--- config.mk ---
export PLATFORM = sky130hd
export DESIGN_NAME = fifo_wr_arbiter
export DESIGN_NICKNAME = d
export VERILOG_FILES = /design/src/rtl/fifo_wr_arbiter.sv
export SDC_FILE = /design/constraint.sdc
export NUM_CORES = 1
export LEC_CHECK = 0
export CORE_UTILIZATION = 33
export CTS_CLUSTER_SIZE = 28
export DETAILED_ROUTE_END_ITERATION = 7
export PLACE_DENSITY = 0.79
export SLEW_MARGIN = 0
export SYNTH_ARGS = -nofsm -noshare
export SYNTH_HDL_FRONTEND = slang
export SYNTH_SLANG_ARGS = --single-unit
--- constraint.sdc ---
create_clock -name clk -period 2.4 [get_ports clk]
set_input_delay 0.24 -clock clk [delete_from_list [all_inputs] [get_ports clk]]
set_output_delay 0.24 -clock clk [all_outputs]
set_load 0.05 [all_outputs]
--- src/rtl/fifo_wr_arbiter.sv ---
// Round-robin arbiter that merges NUM_REQ single-word requesters into one FIFO write port, in bursts of up to MAX_BURST beats.
// Latency: one cycle from IDLE to the first grant; bursts chain to the next owner with no bubble; ack/fifo_wr are combinational.
// Backpressure: fifo_full stalls the owner's burst in place, with no timeout; no write is ever issued while full.
module fifo_wr_arbiter #(
  parameter int NUM_REQ    = 4,
  parameter int DATA_WIDTH = 8,
  parameter int MAX_BURST  = 4
) (
  input  logic                          clk,
  input  logic                          reset_n,
  input  logic [NUM_REQ-1:0]            req,
  input  logic [NUM_REQ*DATA_WIDTH-1:0] req_data,
  input  logic                          fifo_full,
  output logic [NUM_REQ-1:0]            ack,
  output logic                          fifo_wr,
  output logic [DATA_WIDTH-1:0]         fifo_w_data,
  output logic                          owner_valid,
  output logic [$clog2(NUM_REQ)-1:0]    owner_id
);

  localparam int IDW = $clog2(NUM_REQ);
  localparam int CW  = $clog2(MAX_BURST + 1);

  typedef enum logic {IDLE = 1'b0, GRANT = 1'b1} state_t;

  state_t          state, state_nxt;
  logic [IDW-1:0]  owner_nxt, last_owner, last_owner_nxt;
  logic [IDW-1:0]  rr_base, winner;
  logic [CW-1:0]   beat_cnt, beat_cnt_nxt;
  logic            any_req, found, beat, burst_end;
  logic [DATA_WIDTH-1:0] owner_data;

  always_ff @(posedge clk) begin
    if (!reset_n) begin
      state      <= IDLE;
      owner_id   <= '0;
      last_owner <= IDW'(NUM_REQ - 1);
      beat_cnt   <= '0;
    end else begin
      state      <= state_nxt;
      owner_id   <= owner_nxt;
      last_owner <= last_owner_nxt;
      beat_cnt   <= beat_cnt_nxt;
    end
  end

  // Outputs are gated by reset_n so a reset landing mid-burst transfers nothing.
  always_comb begin
    beat      = reset_n && (state == GRANT) && req[owner_id] && !fifo_full;
    burst_end = (state == GRANT) &&
                (!req[owner_id] || (beat && (beat_cnt == CW'(MAX_BURST - 1))));
    // At burst end the pointer moves to the finishing owner in the same edge.
    rr_base   = burst_end ? owner_id : last_owner;
    any_req   = |req;

    winner = '0;
    found  = 1'b0;
    for (int i = 0; i < NUM_REQ; i++) begin
      if (!found && req[rr_base + IDW'(i + 1)]) begin
        winner = rr_base + IDW'(i + 1);
        found  = 1'b1;
      end
    end

    owner_data = '0;
    for (int i = 0; i < NUM_REQ; i++) begin
      if (owner_id == IDW'(i)) owner_data = req_data[i*DATA_WIDTH +: DATA_WIDTH];
    end

    state_nxt      = state;
    owner_nxt      = owner_id;
    last_owner_nxt = last_owner;
    beat_cnt_nxt   = beat_cnt;

    case (state)
      IDLE: begin
        if (any_req) begin
          state_nxt    = GRANT;
          owner_nxt    = winner;
          beat_cnt_nxt = '0;
        end
      end
      GRANT: begin
        if (burst_end) begin
          last_owner_nxt = owner_id;
          beat_cnt_nxt   = '0;
          if (any_req) owner_nxt = winner;
          else         state_nxt = IDLE;
        end else if (beat) begin
          beat_cnt_nxt = beat_cnt + CW'(1);
        end
      end
      default: state_nxt = IDLE;
    endcase

    ack         = beat ? (NUM_REQ'(1) << owner_id) : '0;
    fifo_wr     = beat;
    owner_valid = reset_n && (state == GRANT);
    fifo_w_data = owner_valid ? owner_data : '0;
  end

endmodule

==> results.md <==
* Crit path cell chain: clkdlybuf4s50_1 > mux4_2 > a21boi_4 > mux2_4 > or4_1 > a21oi_2 > o41ai_2
* Slew margin rel. at 66.7%
* Yosys top cell area share at 18.2%
* Ys flop type: dfxtp_1
* Slowest CP cell: mux4_2
* FF-to-FF setup slack at 0.11 ns
* Most numerous cell in the Yosys netlist: nor2b_1
* Fmax at 432 MHz
* P per Cell Area at 431 nW/µm²
* Clock-pin slew on the worst setup and hold paths at 0.06 ns
* Share of layout cells above drive strength 1 at 33.3%
* Vias in the first global route at 1074
* CTS tree: yes
* Cell Rows at 18
* Initial antenna violation count at 0
* Die Width at 53.7 µm
* Vias at 1046
* Min Tclk post-route at 2.32 ns
* Lkg Pwr at 0.683 nW
* Num CTS Buffers at 3
* WP data required at 2.55 ns
* Final Total Pwr at 0.749 mW
* Largest cells by area after synthesis: dfxtp_1, mux4_2, nor2b_1
* Post-route ant nets at 0
* CTS resizes at 0
* Clk_skew at 0.00482 ns
* Worst hold start: beat_cnt[1]$_SDFFE_PN0P_
* H-tree levels at 1
* Setup crit start kind: input port
* DR WL/cell at 15.6 µm
* Longest Clk Path Bufs at 2
* Worst EP arrival at 2.47 ns
* Clock Latency Late Sink at 0.27 ns
* Number of remaining DRC errors at 0
* Die Ht at 53.7 µm
* Synth top cells by count: nor2b_1, nand2_1, dfxtp_1, mux4_2
* Reg2Reg Depth at 6
* First-pass DRT Iterations at 4
* Gpl congestion at 0.980
* Worst vdd ir at 425 µV
* All-Layer GR Usage at 22.7%
* Top delay family on crit path: multiplexers
* Mapped Nets at 137
* Hold Path End: beat_cnt[1]$_SDFFE_PN0P_
* 1st-iter DRT viols at 24
* Synthesized cell area at 881 µm²
* Fin. max-slew vios at 0
* Synth unique cells at 34
* RR Startpoint: owner_id[0]$_SDFFE_PN0P_
* Status: completed
* Via density at 5.45
* Layout area overhead at 97.2%
* Worst-path fanout max at 4
* Clock Root Buffer: clkbuf_4
* Max cap viols at 0
* Worst path max stage delay at 0.53 ns
* Post-CTS Setup Bufs at 0
* Port bufs at 54
* Worst Hold Class: flop to flop
* Global-route wire length before repair at 4600 µm
* Cell taking the most area after synthesis: dfxtp_1
* Setup TNS at 0 ns
* Post-layout util at 69.5%
* Critical path buffers and inverters at 1
* Final critical-path share of the clock period at 96.5%
* Initial core utilization at 35.2%
* Number of flops mapped to enable cells by yosys at 0
* # clock sinks at 8
* Final wirelength at 3000 µm
* Largest net degree at the start of global routing at 21
* Core area at 2500 µm²
* #FFs+latches synth at 8
* Seq/Total Area, Yosys at 18.2%
* Yosys warning total at 0
* Layout Nets at 204
* I/O Pins at 55
* Hold_buf cts at 0
* # diodes at 0
* Syn Inst Count at 96
* Async S/R FF share, synth at 0%
* Setup violators final at 0
* Hold Path Cell Cnt at 2
* Mapped Avg Cell Area at 9.18 µm²
* Actual slew at the worst max-slew pin at 0.497 ns
* Remaining Overflow, GRT at 0
* Final Hold Viols at 0
* Setup crit end kind: flop
* Detail Placement HPWL at 2430 µm
* R2R Path End: owner_id[1]$_SDFFE_PN0P_
* Die Area at 2880 µm²
* Filler cell count at 187
* RSZ-0062 raised after global routing: no
* Crit Path Category: input port to flop
-- registers in the layout (all words and copies together), names as in the netlist --
register	cells
beat_cnt	3
last_owner	2
owner_id	2
state	1
-- cells by family (layout without fill, tap and decap cells) --
family	count (synthesis)	in the layout	synth area share, %
mux	13	13	29.3
compound gates	17	17	14.8
buf+inv	11	77	5.54
flops	8	8	18.2
simple gates	44	44	28.4
fa+ha+maj	2	2	2.84
xor+xnor	1	1	0.994
-- placed cells by master (no fill, tap or decap), drive strengths merged, types with 5 or more instances in the layout --
cell and count:
a21oi 6, nor2b 11, nand2 9, nor3 5
buf 27, inv 6, nand3 5, clkdlybuf4s50 40
mux4 9, dfxtp 8
-- per-layer routing --
metal / vias to the layer above / global-route usage, % / wire length (µm)
li1: 492 / - / -
met1: 493 / 21.2 / 1050
met2: 51 / 44.9 / 1650
met3: 10 / 3.11 / 204
met4: 0 / 14.5 / 97
met5: - / 0 / 0
-- metrics by stage --
stage	instances	worst slack, ns	cell area (µm²)	hold slack [ns]
after floorplan	96	-0.109	921	0.423
after global placement	188	-0.0938	1710	0.495
after detailed placement	188	-0.192	1710	0.519
after CTS	192	0.0877	1740	0.532
after global routing	192	0.0293	1740	0.557
final	192	0.0829	1740	0.529
-- cell type report --
| type | instances | area (µm²) | area share [%] |
|---|---|---|---|
| Tap cell | 30 | 37.5 | 2.16 |
| Sequential cell | 8 | 164 | 9.44 |
| Multi-Input combinational cell | 77 | 708 | 40.8 |
| Inverter | 6 | 22.5 | 1.30 |
| Clock buffer | 4 | 26.3 | 1.51 |
| Timing Repair Buffer | 67 | 778 | 44.8 |
-- worst register-to-register path, cell delays in order, from the launching register on --
cell and delay (ns):
dfxtp_4 0.35, mux4_2 0.54, a21boi_4 0.20, mux2_4 0.33, or4_1 0.50, a21oi_2 0.16, o41ai_2 0.09
-- power by group --
part           internal [mW]  switching, mW
logic                  0.252          0.214
clock network         0.0643         0.0574
registers              0.147         0.0141
-- how the worst max path moves through the flow --
stage | startpoint | endpoint | depth (start not counted)
after floorplan | owner_id[0]$_SDFFE_PN0P_ | owner_id[1]$_SDFFE_PN0P_ | 7
after global placement | req[3] | owner_id[1]$_SDFFE_PN0P_ | 7
after detailed placement | req[3] | owner_id[1]$_SDFFE_PN0P_ | 7
after CTS | req[3] | owner_id[1]$_SDFFE_PN0P_ | 7
after global routing | req[3] | owner_id[1]$_SDFFE_PN0P_ | 7
final | req[3] | owner_id[1]$_SDFFE_PN0P_ | 7
No activity file was read; power rests on OpenSTA's default activity.
